$ cat src/rtl/nibble_serial_adder_pkg.sv
// Shared constants for the nibble-serial adder: FSM state encoding and
// the nibble index width helper.
package nibble_serial_adder_pkg;

    localparam logic [1:0] ST_IDLE = 2'd0;
    localparam logic [1:0] ST_CALC = 2'd1;
    localparam logic [1:0] ST_DONE = 2'd2;

    localparam int NIBBLE_W = 4;

    // A single-nibble adder still needs a 1-bit index register
    function automatic int idx_width(input int n);
        return (n > 1) ? $clog2(n) : 1;
    endfunction

endpackage

$ cat src/rtl/nibble_serial_adder_cla_4b.sv
// 4-bit carry-lookahead slice; the serial adder reuses one of these per nibble.
module cla_4b
    import nibble_serial_adder_pkg::*;
(
    input  logic [NIBBLE_W-1:0] a,
    input  logic [NIBBLE_W-1:0] b,
    input  logic                c_in,
    output logic [NIBBLE_W-1:0] s,
    output logic                c_out
);

    logic [3:0] g;
    logic [3:0] p;
    logic [4:0] c;

    assign g = a & b;
    assign p = a ^ b;

    // Every carry is expanded from c_in directly so no ripple path exists
    assign c[0] = c_in;
    assign c[1] = g[0] | (p[0] & c_in);
    assign c[2] = g[1] | (p[1] & g[0]) | (p[1] & p[0] & c_in);
    assign c[3] = g[2] | (p[2] & g[1]) | (p[2] & p[1] & g[0])
                | (p[2] & p[1] & p[0] & c_in);
    assign c[4] = g[3] | (p[3] & g[2]) | (p[3] & p[2] & g[1])
                | (p[3] & p[2] & p[1] & g[0])
                | (p[3] & p[2] & p[1] & p[0] & c_in);

    assign s     = p ^ c[3:0];
    assign c_out = c[4];

endmodule

$ cat src/rtl/nibble_serial_adder.sv
// Multi-cycle W-bit adder: one cla_4b slice walks the operands a nibble per
// clock, LSB first, with a registered carry between nibbles.
module nibble_serial_adder
    import nibble_serial_adder_pkg::*;
#(
    parameter int W = 16
) (
    input  logic         i_clk,
    input  logic         i_rst,
    input  logic         i_valid,
    output logic         o_ready,
    input  logic [W-1:0] i_a,
    input  logic [W-1:0] i_b,
    input  logic         i_c,
    output logic         o_valid,
    input  logic         i_ready,
    output logic [W-1:0] o_s,
    output logic         o_c,
    output logic         o_ovf
);

    localparam int N  = W / 4;
    localparam int IW = idx_width(N);

    if (((W % 4) != 0) || (W < 4)) begin : g_bad_width
        $error("nibble_serial_adder: W must be a multiple of 4 and at least 4");
    end

    logic [1:0]    state;
    logic [IW-1:0] idx;
    logic          carry_q;
    logic [W-1:0]  a_q;
    logic [W-1:0]  b_q;
    logic [W-1:0]  s_q;
    logic          c_q;
    logic          ovf_q;

    logic [3:0]    a_nib;
    logic [3:0]    b_nib;
    logic [3:0]    slice_s;
    logic          slice_c;
    logic          last_nib;

    always_comb begin
        a_nib = '0;
        b_nib = '0;
        for (int i = 0; i < N; i++) begin
            if (idx == IW'(i)) begin
                a_nib = a_q[4*i +: 4];
                b_nib = b_q[4*i +: 4];
            end
        end
    end

    assign last_nib = (idx == IW'(N - 1));

    cla_4b u_slice (
        .a     (a_nib),
        .b     (b_nib),
        .c_in  (carry_q),
        .s     (slice_s),
        .c_out (slice_c)
    );

    always_ff @(posedge i_clk) begin
        if (i_rst) begin
            state   <= ST_IDLE;
            idx     <= '0;
            carry_q <= 1'b0;
            a_q     <= '0;
            b_q     <= '0;
            s_q     <= '0;
            c_q     <= 1'b0;
            ovf_q   <= 1'b0;
        end else begin
            case (state)
                ST_IDLE: begin
                    if (i_valid) begin
                        a_q     <= i_a;
                        b_q     <= i_b;
                        carry_q <= i_c;
                        idx     <= '0;
                        state   <= ST_CALC;
                    end
                end
                ST_CALC: begin
                    for (int i = 0; i < N; i++) begin
                        if (idx == IW'(i)) begin
                            s_q[4*i +: 4] <= slice_s;
                        end
                    end
                    carry_q <= slice_c;
                    // Overflow = carry into the MSB xor carry out of the MSB
                    if (last_nib) begin
                        c_q   <= slice_c;
                        ovf_q <= a_q[W-1] ^ b_q[W-1] ^ slice_s[3] ^ slice_c;
                        idx   <= '0;
                        state <= ST_DONE;
                    end else begin
                        idx <= idx + IW'(1);
                    end
                end
                ST_DONE: begin
                    if (i_ready) begin
                        state <= ST_IDLE;
                    end
                end
                default: state <= ST_IDLE;
            endcase
        end
    end

    assign o_ready = (state == ST_IDLE);
    assign o_valid = (state == ST_DONE);
    assign o_s     = s_q;
    assign o_c     = c_q;
    assign o_ovf   = ovf_q;

endmodule

$ cat config.mk
export PLATFORM = sky130hd
export DESIGN_NAME = nibble_serial_adder
export DESIGN_NICKNAME = d
export VERILOG_FILES = /design/src/rtl/nibble_serial_adder_pkg.sv /design/src/rtl/nibble_serial_adder_cla_4b.sv /design/src/rtl/nibble_serial_adder.sv
export SDC_FILE = /design/constraint.sdc
export NUM_CORES = 1
export LEC_CHECK = 0
export ABC_AREA = 1
export CAP_MARGIN = 5
export CELL_PAD_IN_SITES_DETAIL_PLACEMENT = 0
export CELL_PAD_IN_SITES_GLOBAL_PLACEMENT = 2
export CORE_MARGIN = 2
export CORE_UTILIZATION = 30
export CTS_CLUSTER_SIZE = 12
export DETAILED_ROUTE_END_ITERATION = 6
export MAX_ROUTING_LAYER = met4
export PLACE_DENSITY_LB_ADDON = 0.1
export SLEW_MARGIN = 5
export SYNTH_ARGS = -nofsm -noshare
export SYNTH_HDL_FRONTEND = slang
export SYNTH_SLANG_ARGS = --single-unit
$ cat constraint.sdc
create_clock -name i_clk -period 7.8 [get_ports i_clk]
set_input_delay 2.34 -clock i_clk [delete_from_list [all_inputs] [get_ports i_clk]]
set_output_delay 2.34 -clock i_clk [all_outputs]
set_load 0.03 [all_outputs]
=== Word level (Yosys, flattened, before mapping) ===
Index checks and enable logic that the tools add are counted.

* Shift-type cells: 0
* Reductions and logical operators: 10
* Div/mod/pow operators: 0
* Add/subtract/negate cells: 1
* Multiply operators: 0
* Order comparisons: 0
* Multiplexer cells: 17
* Bitwise gates (word level): 32
* Equal/unequal tests: 8

{| class="wikitable"
|+ Operators by type and width
! kind !! number
|-
| two-way mux 4 bit || 8
|-
| bitwise AND 1 bit || 16
|-
| AND reduction 2 bit || 6
|-
| two-way mux 2 bit || 5
|-
| bitwise OR 1 bit || 10
|-
| bitwise XOR 4 bit || 2
|-
| equality test 2 bit, second input constant || 3
|-
| one-hot mux 2 bit (3 select lines) || 1
|-
| bitwise AND 4 bit || 1
|-
| equality test 2 x 1 -> 1 bit, second input constant || 2
|-
| zero test 2 bit || 2
|-
| != test 2 bit, second input constant || 2
|-
| one-hot mux 2 bit (2 select lines) || 1
|-
| AND reduction 3 bit || 1
|-
| bitwise XOR 1 bit || 3
|-
| adder 2 x 1 -> 2 bit, second input constant || 1
|-
| != test 2 x 1 -> 1 bit, second input constant || 1
|-
| one-hot mux 1 bit (2 select lines) || 1
|-
| nonzero test 2 bit || 1
|-
| two-way mux 1 bit || 1
|}

* Bits in registers: 55
* RAM bits: 0
* Memory bits (read-only): 0
* Memories: 0
* Output and inout port bits: 20
* Bits in latches: 0

=== Longest topological paths before layout ===
* Depth after elaboration: 13
* Mapped depth: 20

=== Modules after synthesis ===
Synthesis repeated with hierarchy kept, for this count alone.

* Cells, all modules: 354
* Area total of the unflattened synthesis: 2583.7 µm²

{| class="wikitable"
|+ By module, submodules not included
! module !! sequential area each (µm²) !! times used !! area each (µm²) !! cells an instance
|-
| nibble_serial_adder || 1101.1 || 1 || 2394.8 || 323
|-
| cla_4b || 0.0 || 1 || 188.9 || 31
|}

=== Least setup slack after synthesis ===
Ideal clock, no wire load.

* Path kind: register to output
* From: reg state[1]
* To: out o_valid
* Data arrival time: 0.848 ns
* Stages on the path, launching flop included: 3
* Required time: 5.460 ns
* Path buffers: 0
* Setup slack: 4.612 ns
* Cell sequence: dfxtp_1 inv_1 nor2_1

* Cells in the longest elaborated chain, start to end: 1

{| class="wikitable"
|+ RTL lines
! element !! line !! source
|-
| start: declaration || nibble_serial_adder.sv:29 || <nowiki>logic [1:0] state;</nowiki>
|-
| start signal: assignment || nibble_serial_adder.sv:67 || <nowiki>state <= ST_IDLE;</nowiki>
|-
| start signal: assignment || nibble_serial_adder.sv:83 || <nowiki>state <= ST_CALC;</nowiki>
|-
| start signal: assignment || nibble_serial_adder.sv:98 || <nowiki>state <= ST_DONE;</nowiki>
|-
| equality test 2 bit || nibble_serial_adder.sv:114 || <nowiki>assign o_valid = (state == ST_DONE);</nowiki>
|-
| end: declaration || nibble_serial_adder.sv:15 || <nowiki>output logic o_valid,</nowiki>
|}

No other way between the ends.

=== Worst setup path after layout ===
Ends and elaborated chain as after synthesis.

==> impl_metrics.py <==
metrics = {
    "layout": {
        "n_antenna_cell": 0,
        "layout.cells.non_filler": 492,
        "num-fill-cells": 884,
        "nets": 434,
        "syn2layout_area_growth_pct": 28.0,
        "layout-drive-gt1-share_pct": 4.13,
    },
    "placement": {
        "post-place-ws_ps": 3590,
        "place_hpwl_um": 4530,
        "dp.cells": 486,
        "gp_congestion": 0.763,
        "io_buffers": 56,
    },
    "synthesis": {
        "yosysMostFrequentCell": "nor2_1",
        "yosys_warnings": 0,
        "synth_fp_nets": 385,
        "synthFlopType": "dfxtp_1",
        "avgSynthCellArea_um2": 7.40,
        "syn_inst": 339,
        "synth_commonest_cells": "nor2_1 (85), dfxtp_1 (55), o21ai_0 (53)",
        "synthTopCellsByArea": "dfxtp_1 (44%), nor2_1 (13%), o21ai_0 (11%), nand2_1 (4.3%), inv_1 (4.0%)",
        "synthDominantCellAreaShare_pct": 43.9,
        "synth_seq_cells": 55,
        "yosysTopAreaCell": "dfxtp_1",
        "synth_seq_area_share_pct": 43.9,
        "ys_types": 25,
        "synth-async-reset-ratio_pct": 0,
        "synth_area_mm2": 0.00251,
        "synth-edff-count": 0,
    },
    "clock_network": {
        "tritoncts": "built",
        "cts_resized": 0,
        "cts_sinks": 55,
        "cts_hold_buf": 0,
        "clk_pin_slew_worst_paths_ps": 90,
        "cts_buffers": 5,
        "clk_latency_ps": 310,
        "cts-htree-levels": 2,
        "cts_root_buffer": "clkbuf_8",
        "cts.path.max_buffers": 2,
        "post_cts_buffers": 0,
    },
    "outcome": {
        "status": "finished, final reports clean",
    },
    "power_and_ir_drop": {
        "powerDensity_mw_per_mm2": 190,
        "power_frac_clock_pct": 24.5,
        "pwr-share-seq_pct": 51.2,
        "power.switching_mw": 0.189,
        "power_mw": 0.609,
        "p_sw_share_pct": 31.0,
        "intPower_mw": 0.420,
        "pwr-share-comb_pct": 24.3,
        "peakVddDrop_uv": 69.1,
        "power_leakage_nw": 1.41,
    },
    "floorplan": {
        "coreArea_mm2": 0.00818,
        "die_h_um": 95.4,
        "dieWidth_um": 95.4,
        "start_util_pct": 30.7,
        "rows": 33,
        "ios": 57,
        "die-area_mm2": 0.00910,
    },
    "detailed_routing": {
        "ant_nets": 0,
        "drc": 0,
        "route.vias.total": 2292,
        "wl_per_cell_um": 12.6,
        "wirelength_um": 6210,
        "dr.pass1.iters": 4,
        "viasPerCell": 4.66,
        "drt_iter0_drc": 77,
    },
    "timing": {
        "timing.final.ws_setup_ps": 3890,
        "worstMarginPinSlew_ps": 580,
        "setup_violations": 0,
        "slew_viol_final": 0,
        "max_freq_ghz": 0.255,
        "rsz0062_at_grt": "no",
        "hold_violations": 0,
        "maxSlewHeadroom_pct": 61.3,
        "fin_crit_sh_pct": 50.2,
        "fin_skew_ps": 6.95,
        "fin_setup_tns_ps": 0,
        "fin_crit_ps": 3910,
    },
    "global_routing": {
        "gr-total-overflow": 0,
        "grt_pass1_vias": 2106,
        "grt_max_degree": 36,
        "grtUsageTotal_pct": 15.0,
        "grt_pass1_wl_um": 10200,
        "antenna_found_initial": 0,
    },
    "min_path": {
        "holdPathStages": 2,
        "min_path_type": "register to register",
    },
    "worst_setup_path": {
        "cp.arrival_ps": 1570,
        "crit_type": "register to primary output",
        "start_kind": "register",
        "required_ps": 5460,
        "setup.worst_path.end_class": "primary output",
        "rr_worst_depth": 15,
        "worstPathMaxFanout": 3,
        "r2r_slack_ps": 4950,
    },
    "run": {
        "cap_violations": 0,
    },
}
critical path, cell delays in order (launching register included):
cell	delay [ps]
dfxtp_1	410
inv_1	50
nor2_1	120
clkdlybuf4s50_1	690
sequential cells by signal, summed over array words and instances (netlist names):
| name | cells |
|---|---|
| a_q | 16 |
| b_q | 16 |
| o_s | 16 |
| idx | 2 |
| state | 2 |
| carry_q | 1 |
| o_c | 1 |
| o_ovf | 1 |
placed cells by master, fill, tap and decap left out, types with 4 or more instances in the layout:
| cell type | synthesis | final |
|---|---|---|
| a21oi_1 | 20 | 20 |
| clkbuf_8 | 0 | 5 |
| clkdlybuf4s50_1 | 0 | 56 |
| dfxtp_1 | 55 | 55 |
| ha_1 | 8 | 8 |
| inv_1 | 27 | 27 |
| nand2_1 | 29 | 29 |
| nand3_1 | 15 | 15 |
| nor2_1 | 85 | 85 |
| o211ai_1 | 4 | 4 |
| o21a_1 | 5 | 5 |
| o21ai_0 | 53 | 53 |
| o21bai_1 | 5 | 5 |
power groups by stage:
stage	clock [mW]	sequential, mW	combinational, mW
finish	0.149	0.311	0.148
global route	0.166	0.314	0.169
CTS	0.157	0.312	0.151
detailed placement	0	0.318	0.150
global placement	0	0.318	0.150
floorplan	0	0.322	0.0911
per-layer routing:
layer  wire length [µm]  global-route usage, %  vias up
li1                   -                      -     1193
met1               3150                   20.5     1048
met2               2740                   22.6       45
met3                225                   2.77        6
met4                 85                   4.64        0
met5                  0                      -        -
cell families after synthesis:
| kind of cell | Yosys count | synth area share (%) |
|---|---|---|
| fa+ha+maj | 9 | 4.79 |
| compound gates | 89 | 19.4 |
| buf+inv | 44 | 7.14 |
| xor+xnor | 3 | 1.05 |
| flops | 55 | 43.9 |
| simple gates | 139 | 23.8 |
metrics by stage:
stage | utilization (%) | hold WS [ps] | cell area, µm²
5_1_grt | 39.3 | 516 | 3210
2_1_floorplan | - | 450 | 2510
6_report | 39.3 | 478 | 3210
4_1_cts | 39.3 | 485 | 3210
3_3_place_gp | 38.4 | 460 | 3140
3_5_place_dp | 38.4 | 472 | 3140
worst paths after layout:
path | start | endpoint
max | state[1]$_SDFFE_PP0P_ | o_valid
min | o_s[0]$_SDFFE_PP0P_ | o_s[0]$_SDFFE_PP0P_
max reg2reg | idx[1]$_SDFFE_PP0P_ | o_s[7]$_SDFFE_PP0P_
min reg2reg | o_s[0]$_SDFFE_PP0P_ | o_s[0]$_SDFFE_PP0P_
cell type report:
type,instances,area [µm²],area share (%)
clock buffer,6,72.6,2.26
inverter,29,109,3.39
multi-input combinational,240,1230,38.2
sequential,55,1100,34.3
tap,105,131,4.09
timing repair buffer,57,568,17.7
(Power assumes the default switching activity.)
